### config.mk
export PLATFORM = sky130hd
export DESIGN_NAME = rs_encoder
export DESIGN_NICKNAME = d
export VERILOG_FILES = /design/src/rtl/rs_encoder.sv
export SDC_FILE = /design/constraint.sdc
export NUM_CORES = 1
export LEC_CHECK = 0
export ABC_AREA = 1
export CAP_MARGIN = 20
export CORE_ASPECT_RATIO = 0.9
export CORE_MARGIN = 2
export CORE_UTILIZATION = 31
export CTS_BUF_LIST = sky130_fd_sc_hd__clkbuf_8
export CTS_CLUSTER_DIAMETER = 120
export DETAILED_ROUTE_END_ITERATION = 10
export DONT_BUFFER_PORTS = 1
export GPL_TIMING_DRIVEN = 0
export SETUP_SLACK_MARGIN = 0.5
export SLEW_MARGIN = 20
export SYNTH_ARGS = -nofsm -noshare
export SYNTH_HDL_FRONTEND = slang
export SYNTH_SLANG_ARGS = --single-unit
export TNS_END_PERCENT = 50
### constraint.sdc
create_clock -name clk -period 4.3 [get_ports clk]
set_input_delay 0.86 -clock clk [delete_from_list [all_inputs] [get_ports clk]]
set_output_delay 0.86 -clock clk [all_outputs]
set_load 0.05 [all_outputs]
### src/rtl/rs_encoder.sv
// -----------------------------------------------------------------------------
// rs_encoder_pkg / rs_encoder
//
// Systematic Reed-Solomon RS(255,223) encoder over GF(2^8), byte-serial.
// Each block of RS_K message bytes is forwarded unchanged. It is followed by
// RS_PARITY_BYTES parity bytes, highest-degree parity term first.
// Field: primitive polynomial x^8+x^4+x^3+x^2+1 (0x11D), alpha = 0x02.
// Generator: g(x) = prod_{i=0..31} (x + alpha^i). It is built at elaboration
// into a constant ROM (RS_GEN).
//
// Ports
//   clk               in   1  single clock, rising edge
//   rst_n             in   1  asynchronous, active-low reset
//   s_axis_valid      in   1  input byte valid
//   s_axis_ready      out  1  encoder accepts input byte
//   s_axis_data       in   8  message byte
//   s_axis_last       in   1  marks byte RS_K-1 of a block (informational only)
//   m_axis_valid      out  1  output byte valid
//   m_axis_ready      in   1  downstream accepts output byte
//   m_axis_data       out  8  codeword byte
//   m_axis_last       out  1  high on codeword byte RS_N-1
//   m_axis_sop        out  1  high on codeword byte 0
//   m_axis_is_parity  out  1  high on codeword bytes RS_K..RS_N-1
//
// Handshake semantics (both ports): a byte moves on a rising clk edge where
// valid && ready are both high. A source that raises valid keeps valid, data
// and flags stable until that edge. The output side is one register stage.
// It can take a new byte whenever it is empty or is being drained in the same
// cycle. This allows one byte per cycle with no bubbles.
// -----------------------------------------------------------------------------

package rs_encoder_pkg;

    localparam int RS_N            = 255;
    localparam int RS_K            = 223;
    localparam int RS_PARITY_BYTES = RS_N - RS_K;

    typedef logic [7:0] rs_byte_t;

    // GF(2^8) multiply, shift-and-add with reduction by 0x11D. When one
    // operand is a constant, this collapses to a small XOR network.
    function automatic rs_byte_t gf_mul(input rs_byte_t a, input rs_byte_t b);
        rs_byte_t p;
        rs_byte_t x;
        p = '0;
        x = a;
        for (int i = 0; i < 8; i++) begin
            if (b[i]) begin
                p = p ^ x;
            end
            x = {x[6:0], 1'b0} ^ (x[7] ? 8'h1D : 8'h00);
        end
        return p;
    endfunction

    // Expand g(x) one root at a time: multiply the running polynomial by
    // (x + alpha^i). The result is packed with g_i at bits [8*i +: 8]. The
    // monic x^32 term is implied and is not stored.
    function automatic logic [8*RS_PARITY_BYTES-1:0] gen_poly();
        rs_byte_t                     g [0:RS_PARITY_BYTES];
        rs_byte_t                     root;
        logic [8*RS_PARITY_BYTES-1:0] packed_g;
        for (int j = 0; j <= RS_PARITY_BYTES; j++) begin
            g[j] = '0;
        end
        g[0] = 8'h01;
        root = 8'h01;
        for (int i = 0; i < RS_PARITY_BYTES; i++) begin
            // Descending order so each g[j-1] is still the old coefficient.
            for (int j = RS_PARITY_BYTES; j > 0; j--) begin
                g[j] = g[j-1] ^ gf_mul(g[j], root);
            end
            g[0] = gf_mul(g[0], root);
            root = gf_mul(root, 8'h02);
        end
        packed_g = '0;
        for (int j = 0; j < RS_PARITY_BYTES; j++) begin
            packed_g[8*j +: 8] = g[j];
        end
        return packed_g;
    endfunction

    localparam logic [8*RS_PARITY_BYTES-1:0] RS_GEN = gen_poly();

endpackage

module rs_encoder
    import rs_encoder_pkg::*;
(
    input  logic     clk,
    input  logic     rst_n,
    input  logic     s_axis_valid,
    output logic     s_axis_ready,
    input  rs_byte_t s_axis_data,
    input  logic     s_axis_last,
    output logic     m_axis_valid,
    input  logic     m_axis_ready,
    output rs_byte_t m_axis_data,
    output logic     m_axis_last,
    output logic     m_axis_sop,
    output logic     m_axis_is_parity
);

    typedef enum logic {
        ST_DATA   = 1'b0,
        ST_PARITY = 1'b1
    } state_t;

    localparam logic [7:0] LP_LAST_DATA = 8'(RS_K - 1);
    localparam logic [7:0] LP_LAST_PAR  = 8'(RS_PARITY_BYTES - 1);

    // FSM state and byte counter. r_state is the observable FSM state.
    state_t     r_state;
    state_t     w_state_nxt;
    logic [7:0] r_cnt;
    logic [7:0] w_cnt_nxt;

    // Goes high on the first clock after reset release. It keeps s_axis_ready
    // low until then without a combinational path from rst_n.
    logic       r_active;

    // Parity LFSR. r_par[31] holds the highest-degree remainder term.
    rs_byte_t   r_par     [0:RS_PARITY_BYTES-1];
    rs_byte_t   w_par_upd [0:RS_PARITY_BYTES-1];
    rs_byte_t   w_fb;

    // Output register stage.
    logic       r_m_valid;
    rs_byte_t   r_m_data;
    logic       r_m_last;
    logic       r_m_sop;
    logic       r_m_is_parity;

    logic       w_slot_free;
    logic       w_s_ready;
    logic       w_in_fire;
    logic       w_par_fire;

    // Block boundaries come only from the internal byte counter, so
    // s_axis_last never affects framing.
    logic       w_unused_last;
    assign w_unused_last = s_axis_last;

    // -------------------------------------------------------------------------
    // Handshake decode
    // -------------------------------------------------------------------------
    assign w_slot_free = !r_m_valid || m_axis_ready;
    assign w_s_ready   = r_active && (r_state == ST_DATA) && w_slot_free;
    assign w_in_fire   = s_axis_valid && w_s_ready;
    // r_active is implied here: reset forces ST_DATA, and PARITY can only be
    // reached through an accepted input byte.
    assign w_par_fire  = (r_state == ST_PARITY) && w_slot_free;

    // -------------------------------------------------------------------------
    // FSM: state register
    // -------------------------------------------------------------------------
    always_ff @(posedge clk or negedge rst_n) begin
        if (!rst_n) begin
            r_state <= ST_DATA;
            r_cnt   <= '0;
        end else begin
            r_state <= w_state_nxt;
            r_cnt   <= w_cnt_nxt;
        end
    end

    // -------------------------------------------------------------------------
    // FSM: next state. The counter advances once per byte that enters the
    // output slot. It wraps at the end of each phase.
    // -------------------------------------------------------------------------
    always_comb begin
        w_state_nxt = r_state;
        w_cnt_nxt   = r_cnt;
        unique case (r_state)
            ST_DATA: begin
                if (w_in_fire) begin
                    if (r_cnt == LP_LAST_DATA) begin
                        w_state_nxt = ST_PARITY;
                        w_cnt_nxt   = '0;
                    end else begin
                        w_cnt_nxt   = r_cnt + 8'd1;
                    end
                end
            end
            ST_PARITY: begin
                if (w_par_fire) begin
                    if (r_cnt == LP_LAST_PAR) begin
                        w_state_nxt = ST_DATA;
                        w_cnt_nxt   = '0;
                    end else begin
                        w_cnt_nxt   = r_cnt + 8'd1;
                    end
                end
            end
            default: begin
                w_state_nxt = ST_DATA;
                w_cnt_nxt   = '0;
            end
        endcase
    end

    // -------------------------------------------------------------------------
    // LFSR division step for one accepted message byte:
    //   fb = d ^ par[31]; par[i] = par[i-1] ^ fb*g_i; par[0] = fb*g_0
    // -------------------------------------------------------------------------
    always_comb begin
        w_fb         = s_axis_data ^ r_par[RS_PARITY_BYTES-1];
        w_par_upd[0] = gf_mul(w_fb, RS_GEN[7:0]);
        for (int i = 1; i < RS_PARITY_BYTES; i++) begin
            w_par_upd[i] = r_par[i-1] ^ gf_mul(w_fb, RS_GEN[8*i +: 8]);
        end
    end

    // During the parity phase the register shifts toward par[31] and fills
    // with zeros. After 32 shifts it is clear and ready for the next block.
    always_ff @(posedge clk or negedge rst_n) begin
        if (!rst_n) begin
            for (int i = 0; i < RS_PARITY_BYTES; i++) begin
                r_par[i] <= '0;
            end
        end else if (w_in_fire) begin
            for (int i = 0; i < RS_PARITY_BYTES; i++) begin
                r_par[i] <= w_par_upd[i];
            end
        end else if (w_par_fire) begin
            r_par[0] <= '0;
            for (int i = 1; i < RS_PARITY_BYTES; i++) begin
                r_par[i] <= r_par[i-1];
            end
        end
    end

    // -------------------------------------------------------------------------
    // Output register. Flags are registered with the byte they describe.
    // -------------------------------------------------------------------------
    always_ff @(posedge clk or negedge rst_n) begin
        if (!rst_n) begin
            r_active      <= 1'b0;
            r_m_valid     <= 1'b0;
            r_m_data      <= '0;
            r_m_last      <= 1'b0;
            r_m_sop       <= 1'b0;
            r_m_is_parity <= 1'b0;
        end else begin
            r_active <= 1'b1;
            if (w_in_fire) begin
                r_m_valid     <= 1'b1;
                r_m_data      <= s_axis_data;
                r_m_last      <= 1'b0;
                r_m_sop       <= (r_cnt == 8'd0);
                r_m_is_parity <= 1'b0;
            end else if (w_par_fire) begin
                r_m_valid     <= 1'b1;
                r_m_data      <= r_par[RS_PARITY_BYTES-1];
                r_m_last      <= (r_cnt == LP_LAST_PAR);
                r_m_sop       <= 1'b0;
                r_m_is_parity <= 1'b1;
            end else if (m_axis_ready) begin
                // Slot drained with nothing to refill it.
                r_m_valid     <= 1'b0;
            end
        end
    end

    assign s_axis_ready     = w_s_ready;
    assign m_axis_valid     = r_m_valid;
    assign m_axis_data      = r_m_data;
    assign m_axis_last      = r_m_last;
    assign m_axis_sop       = r_m_sop;
    assign m_axis_is_parity = r_m_is_parity;

endmodule

==> results of run 1 <==
-- cell usage in the layout, fill, tap and decap left out, types with 2 or more instances in the layout --
master      count
nand3_1       293
clkbuf_1       30
inv_2           3
clkinvlp_4      2
buf_4           4
o221ai_1        5
o22ai_1        13
clkbuf_2       16
a211oi_1        5
dfrtp_1       277
clkbuf_8       65
nor3_1         14
nand2_2         8
a22oi_1         2
a31oi_1        17
ha_1            3
clkinv_2        7
o21ai_2         2
nand4_1        10
o21ai_0        76
nand2_4         4
xor2_1         66
nand3b_1       10
o21ai_1        12
nor2_1         71
buf_2          36
buf_1           5
or2_2          10
o211ai_1      130
xnor2_1        25
inv_1         144
xor2_2          3
nand2_1       765
a21oi_1        14
-- power groups by stage --
stage	sequential (mW)	clock, mW	combinational [mW]
final	5.14	2.67	7.99
after global placement	5.07	0	7.59
after CTS	5.08	2.68	7.71
after floorplan	4.65	0	5.04
after global routing	5.24	2.81	8.59
after detailed placement	5.10	0	7.68
-- sequential cells by signal, indices dropped and copies added, names as in the netlist --
| register | count |
|---|---|
| r_par | 256 |
| m_axis_data | 8 |
| r_cnt | 8 |
| m_axis_is_parity | 1 |
| m_axis_last | 1 |
| m_axis_sop | 1 |
| m_axis_valid | 1 |
| r_active | 1 |
| r_state | 1 |
-- through the flow --
step | instances | power [mW] | util [%]
after floorplan | 2080 | 9.695 | -
after global placement | 2760 | 12.66 | 32.88
after detailed placement | 2760 | 12.78 | 32.89
after CTS | 2848 | 15.48 | 34.98
after global routing | 2848 | 16.64 | 35.01
final | 2848 | 15.80 | 35.01
-- worst paths after layout --
path / from / to / slack, ns / depth (start not counted)
max: r_state$_DFF_PN0_ / r_par[205]$_DFFE_PN0P_ / 0.51 / 9
min: rst_n / r_cnt[7]$_DFFE_PN0P_ / -0.11 / 0
max reg2reg: r_state$_DFF_PN0_ / r_par[205]$_DFFE_PN0P_ / 0.51 / 9
min reg2reg: r_par[129]$_DFFE_PN0P_ / r_par[121]$_DFFE_PN0P_ / 0.49 / 1
max in group asynchronous: rst_n / r_par[5]$_DFFE_PN0P_ / 3.55 / 0
min in group clk: s_axis_data[4] / m_axis_data[4]$_DFFE_PN0P_ / 0.33 / 2
-- critical path: cells and delay by family, from the launching register on --
kind	cells	cell delay (ns)
and+or+nand+nor	4	1.58
DFF	1	0.35
AOI/OAI and AO/OA	1	0.09
buffers and inverters	4	1.60
-- repair_timing --
action | 4_1_cts | 5_1_grt
pin swaps | 0 | 0
hold endpoints to repair | 278 | 278
resized for setup | 11 | 24
setup endpoints to repair | 271 | 121
cloned | 0 | 0
-- cell type report --
type / count / area [µm²]
Buffer: 93 / 440.4
Clock buffer: 65 / 894.6
Clock inverter: 23 / 128.9
Fill cell: 5311 / 32600
Inverter: 135 / 506.7
Multi-Input combinational cell: 1574 / 7785
Sequential cell: 278 / 6958
Tap cell: 680 / 850.8
-- metal layers --
metal	share of wire (%)	wire length (µm)	vias up
met5	0	0	-
met4	4.7	3584	0
met3	11	8705	170
met2	41	31500	929
met1	43	32860	7882
li1	-	-	7006
-- logic make-up after synthesis --
kind of cell / Yosys count / share of synthesized area, %
simple gates: 1194 / 32.18
fa+ha+maj: 3 / 0.2400
other cells: 1 / 0.02397
buf+inv: 228 / 5.855
xor+xnor: 95 / 5.511
compound gates: 281 / 11.72
flops: 278 / 44.47
==> results.py, run 1 <==
metrics = {
    "floorplan": {
        "dieArea_um2": 52280,
        "row_count": 78,
        "io_pins": 26,
        "core-area_um2": 50160,
        "initial_core_util_pct": 31.19,
        "die-width_um": 240.8,
        "die_height_um": 217.1,
    },
    "cells_and_area": {
        "drive_above_1_share_pct": 7.887,
        "finalInstanceArea_um2": 17560,
        "areaGrowthSynthToFinish_pct": 12.28,
        "antennaDiodeCount": 0,
        "final_nets": 2148,
    },
    "clocking": {
        "cts_tree": "built",
        "htreeDepth": 2,
        "clk_pin_slew_ns": 0.06,
        "cts-root-buf": "clkbuf_8",
        "clock_latency_ns": 0.66,
        "cts_sinks": 278,
        "postCtsSetupRepairBufs": 0,
        "cts_buffer_depth": 3,
        "cts_buffers": 50,
    },
    "place": {
        "gp_congestion": 1.032,
        "placed_area_um2": 16500,
        "dpl.hpwl_um": 56140,
        "io_buffers": 0,
        "pre_cts_ws_ns": -0.6271,
    },
    "drt": {
        "drt.antenna.violating_nets": 0,
        "drc": 0,
        "first_pass_iters": 6,
        "wl_per_cell_um": 26.91,
        "first_iter_violations": 2243,
        "wirelength_um": 76650,
        "via_per_inst": 5.613,
        "num_vias": 15990,
    },
    "global_route": {
        "grt_pass1_wl_um": 108400,
        "grt_usage_pct": 29.54,
        "antenna_found_initial": 1,
        "grt_pass1_vias": 14720,
        "grt_use_met2_pct": 41.83,
        "grt_overflow": 0,
        "grt_use_met1_pct": 41.89,
        "top_usage_layer": "met1",
        "met3_usage_pct": 7.940,
        "grt_start_max_net_pins": 279,
    },
    "worst_hold_path": {
        "min_path_type": "in -> async",
    },
    "yosys": {
        "synth.avg_cell_area_um2": 7.521,
        "synth_area_um2": 15640,
        "synth_seq_area_share_pct": 44.47,
        "synth_edf_count": 0,
        "synth_flop_cell": "dfrtp_1",
        "synth.distinct_cells": 46,
        "synth_commonest_cells": "nand2_1 (766), nand3_1 (293), dfrtp_1 (278), inv_1 (131), o211ai_1 (130)",
        "ys_async_sr_fraction_pct": 100.0,
        "synth_nets": 2096,
        "ys_ff_latch": 278,
        "synth_most_common_cell": "nand2_1",
        "yosys.area.top_type": "dfrtp_1",
        "yosysWarnings": 0,
        "yosysTopAreaCellShare_pct": 44.47,
        "yosys-top-cells-area": "dfrtp_1 (44%), nand2_1 (18%), nand3_1 (9.4%)",
        "syn_inst": 2080,
    },
    "setup_path": {
        "cpMostUsedCell": "nand3_1",
        "path_cells": "clkbuf_1 -> nor3_4 -> nand2_2 -> inv_2 -> buf_2 -> buf_1 -> nand3_1 -> nand3_1 -> o211ai_1",
        "cp.required_ns": 4.83,
        "cp_max_fo": 10,
        "startpoint_type": "flip-flop",
        "cp.arrival_ns": 4.32,
        "crit_slowest_cell": "buf_1",
        "crit_type": "reg -> reg",
        "slowest_delay_ns": 0.68,
        "critPathCaptureType": "flip-flop",
    },
    "sta": {
        "tightest_slew_ns": 1.201,
        "skew_ns": 0.03428,
        "setup_viol": 0,
        "setup_tns_ns": 0,
        "hold_violations": 98,
        "rsz0062_at_grt": "no",
        "slew_headroom_pct": 19.92,
        "fin_ws_ns": 0.5114,
        "holdWs_ns": -0.1078,
        "fin_crit_sh_pct": 88.11,
        "finalWorstPathRequiredPeriod_ns": 3.789,
        "slew_violations": 0,
        "fmax_ghz": 0.2639,
    },
    "pwr": {
        "p_switching_mw": 8.327,
        "pwr-share-clk_pct": 16.9,
        "p_sw_share_pct": 52.71,
        "seqPwrFrac_pct": 32.5,
        "pwr-share-comb_pct": 50.6,
        "p_int_mw": 7.471,
        "power.leakage_nw": 8.255,
        "vdd_drop_max_uv": 283.3,
        "power_density_nw_per_um2": 899.5,
    },
    "run": {
        "maxCapViolations": 0,
    },
    "status": {
        "violations": "hold timing",
        "status": "finished, violations left",
    },
}
(Power assumes the default switching activity.)
==> inputs of run 2 (changes only) <==
Settings changed: CORE_MARGIN 2 to 4.
==> run 2 against run 1 <==
  * The flow still finishes with violations (hold timing)
  * Final cell count down 0.21%
  * Critical path depth unchanged
  * Clock-buffer cell count increased by 2
  * Wire length shrank 1.4%
  * Core utilization grew 0.70 points
  * Global-route usage down 2.1 points
  * First-iteration DRC count rose by 2.2%
  * Fmax decreased by 0.35%
==> results.py, run 2 (synthesis results as in run 1) <==
metrics = {
    "clocking": {
        "cts_tree": "built",
        "cts_buffers": 49,
        "cts_sinks": 278,
        "htreeDepth": 2,
        "postCtsSetupRepairBufs": 0,
        "cts-root-buf": "clkbuf_8",
        "clock_latency_ns": 0.64,
        "cts_buffer_depth": 3,
        "clk_pin_slew_ns": 0.07,
    },
    "setup_path": {
        "slowest_delay_ns": 0.65,
        "cp.required_ns": 4.76,
        "critPathCaptureType": "flip-flop",
        "cp.arrival_ns": 4.27,
        "cp_max_fo": 10,
        "crit_slowest_cell": "clkbuf_1",
        "startpoint_type": "flip-flop",
        "crit_type": "reg -> reg",
        "path_cells": "inv_1 -> nor2_1 -> nor3_4 -> nand2_2 -> inv_2 -> clkbuf_1 -> nand3_1 -> xor2_1 -> o21ai_0",
    },
    "sta": {
        "slew_violations": 0,
        "tightest_slew_ns": 1.164,
        "fmax_ghz": 0.2630,
        "skew_ns": 0.03324,
        "setup_viol": 0,
        "slew_headroom_pct": 22.41,
        "hold_violations": 161,
        "rsz0062_at_grt": "yes",
        "holdWs_ns": -0.07842,
        "finalWorstPathRequiredPeriod_ns": 3.802,
        "fin_crit_sh_pct": 88.41,
    },
    "cells_and_area": {
        "largest_register_ffs": 256,
        "final_nets": 2147,
        "instances_no_fill": 2842,
        "final_common_cell": "nand2_1",
        "final_cell_mix": "nand2_1 (765), nand3_1 (293), dfrtp_1 (278), inv_1 (142), o211ai_1 (130)",
        "drive_above_1_share_pct": 8.203,
        "max_flop_register": "r_par",
        "areaGrowthSynthToFinish_pct": 13.07,
    },
    "floorplan": {
        "dieArea_um2": 54130,
        "initial_core_util_pct": 31.59,
        "core-area_um2": 49520,
        "die-width_um": 244.8,
        "row_count": 77,
        "io_pins": 26,
        "die_height_um": 221.1,
    },
    "drt": {
        "highest_layer": "met5",
        "met1Wirelength_um": 32000,
        "wirelength_um": 75570,
        "first_iter_violations": 2293,
        "drt.antenna.violating_nets": 0,
        "first_pass_iters": 6,
        "wl_per_cell_um": 26.59,
        "wl_met2_um": 30330,
        "via_per_inst": 5.628,
        "wl_met3_um": 9627,
        "drc": 0,
        "num_vias": 16000,
    },
    "pwr": {
        "vdd_drop_max_uv": 295.8,
        "seqPwrFrac_pct": 32.1,
        "power.leakage_nw": 8.317,
        "pwr-share-comb_pct": 49.5,
        "power_density_nw_per_um2": 900.4,
        "p_sw_share_pct": 51.31,
        "pwr-share-clk_pct": 18.4,
        "p_switching_mw": 8.173,
        "p_int_mw": 7.754,
    },
    "run": {
        "maxCapViolations": 0,
    },
    "global_route": {
        "grt_start_max_net_pins": 279,
        "grt_usage_pct": 27.43,
        "grt_pass1_wl_um": 107500,
        "grt_overflow": 0,
        "grt_pass1_vias": 14820,
        "antenna_found_initial": 2,
    },
    "place": {
        "dpl.hpwl_um": 54390,
        "io_buffers": 0,
        "gp_congestion": 1.042,
        "dp.cells": 2751,
    },
    "worst_hold_path": {
        "min_path_type": "in -> async",
    },
    "status": {
        "status": "finished, violations left",
        "violations": "hold timing",
    },
}
run 2: changes by cell type in the layout (fill, tap and decap cells not counted), moves of 2 or more:
cell,change
inv_1,-2
clkinv_2,-3
buf_2,+2
clkbuf_1,-2
bufinv_16,+4
clkbuf_2,+3
buf_1,-2
clkbuf_8,+2
run 2: layout make-up:
class | count | area, µm²
Fill cell | 5245 | 31830
Multi-Input combinational cell | 1574 | 7784
Sequential cell | 278 | 6957
Clock buffer | 67 | 922.1
Tap cell | 671 | 839.6
Inverter | 135 | 506.7
Buffer | 93 | 442.9
Clock inverter | 23 | 234.0
Antenna cell | 1 | 2.502
run 2: final timing paths:
kind / startpoint / endpoint / slack [ns] / cells past startpoint
setup / recovery: m_axis_valid$_DFFE_PN0P_ / r_par[24]$_DFFE_PN0P_ / 0.50 / 9
hold / removal: rst_n / r_par[55]$_DFFE_PN0P_ / -0.08 / 0
setup reg to reg: m_axis_valid$_DFFE_PN0P_ / r_par[24]$_DFFE_PN0P_ / 0.50 / 9
hold reg to reg: r_par[225]$_DFFE_PN0P_ / r_par[217]$_DFFE_PN0P_ / 0.49 / 1
max in group asynchronous: rst_n / r_par[88]$_DFFE_PN0P_ / 3.86 / 0
min in group clk: s_axis_data[4] / m_axis_data[4]$_DFFE_PN0P_ / 0.35 / 2
run 2: per-stage QoR:
| step | total power, mW | setup slack (ns) | instance area [µm²] | util (%) | setup TNS [ns] |
|---|---|---|---|---|---|
| floorplan | 9.695 | 1.244 | 15640 | - | 0 |
| global placement | 12.52 | -0.5222 | 16480 | 33.29 | -57.00 |
| detailed placement | 12.61 | -0.5357 | 16480 | 33.29 | -56.95 |
| CTS | 15.60 | 0.5243 | 17670 | 35.68 | 0 |
| global route | 16.79 | 0.4941 | 17690 | 35.71 | 0 |
| finish | 15.93 | 0.4983 | 17690 | 35.72 | 0 |
run 2: critical path: cells and delay by family, from the launching register on:
family / cells / cell delay, ns
compound gates: 1 / 0.10
flops: 1 / 0.56
xor+xnor: 1 / 0.34
buf+inv: 3 / 1.03
simple gates: 4 / 1.57
run 2: power groups by stage:
stage,clock (mW),combinational (mW),sequential [mW]
floorplan,0,5.04,4.65
global placement,0,7.46,5.06
finish,2.93,7.88,5.12
detailed placement,0,7.53,5.08
global route,3.09,8.47,5.23
CTS,2.97,7.57,5.06
run 2: timing repair:
item,in CTS,in global routing
pin swaps,0,0
hold endpoints to repair,278,278
gates resized for setup,14,25
setup endpoints to repair,274,70
run 2: layer usage:
metal,global-route usage (%),vias up
li1,-,7035
met3,8.521,186
met1,39.29,7813
met2,38.26,960
met4,11.23,2
met5,0,-
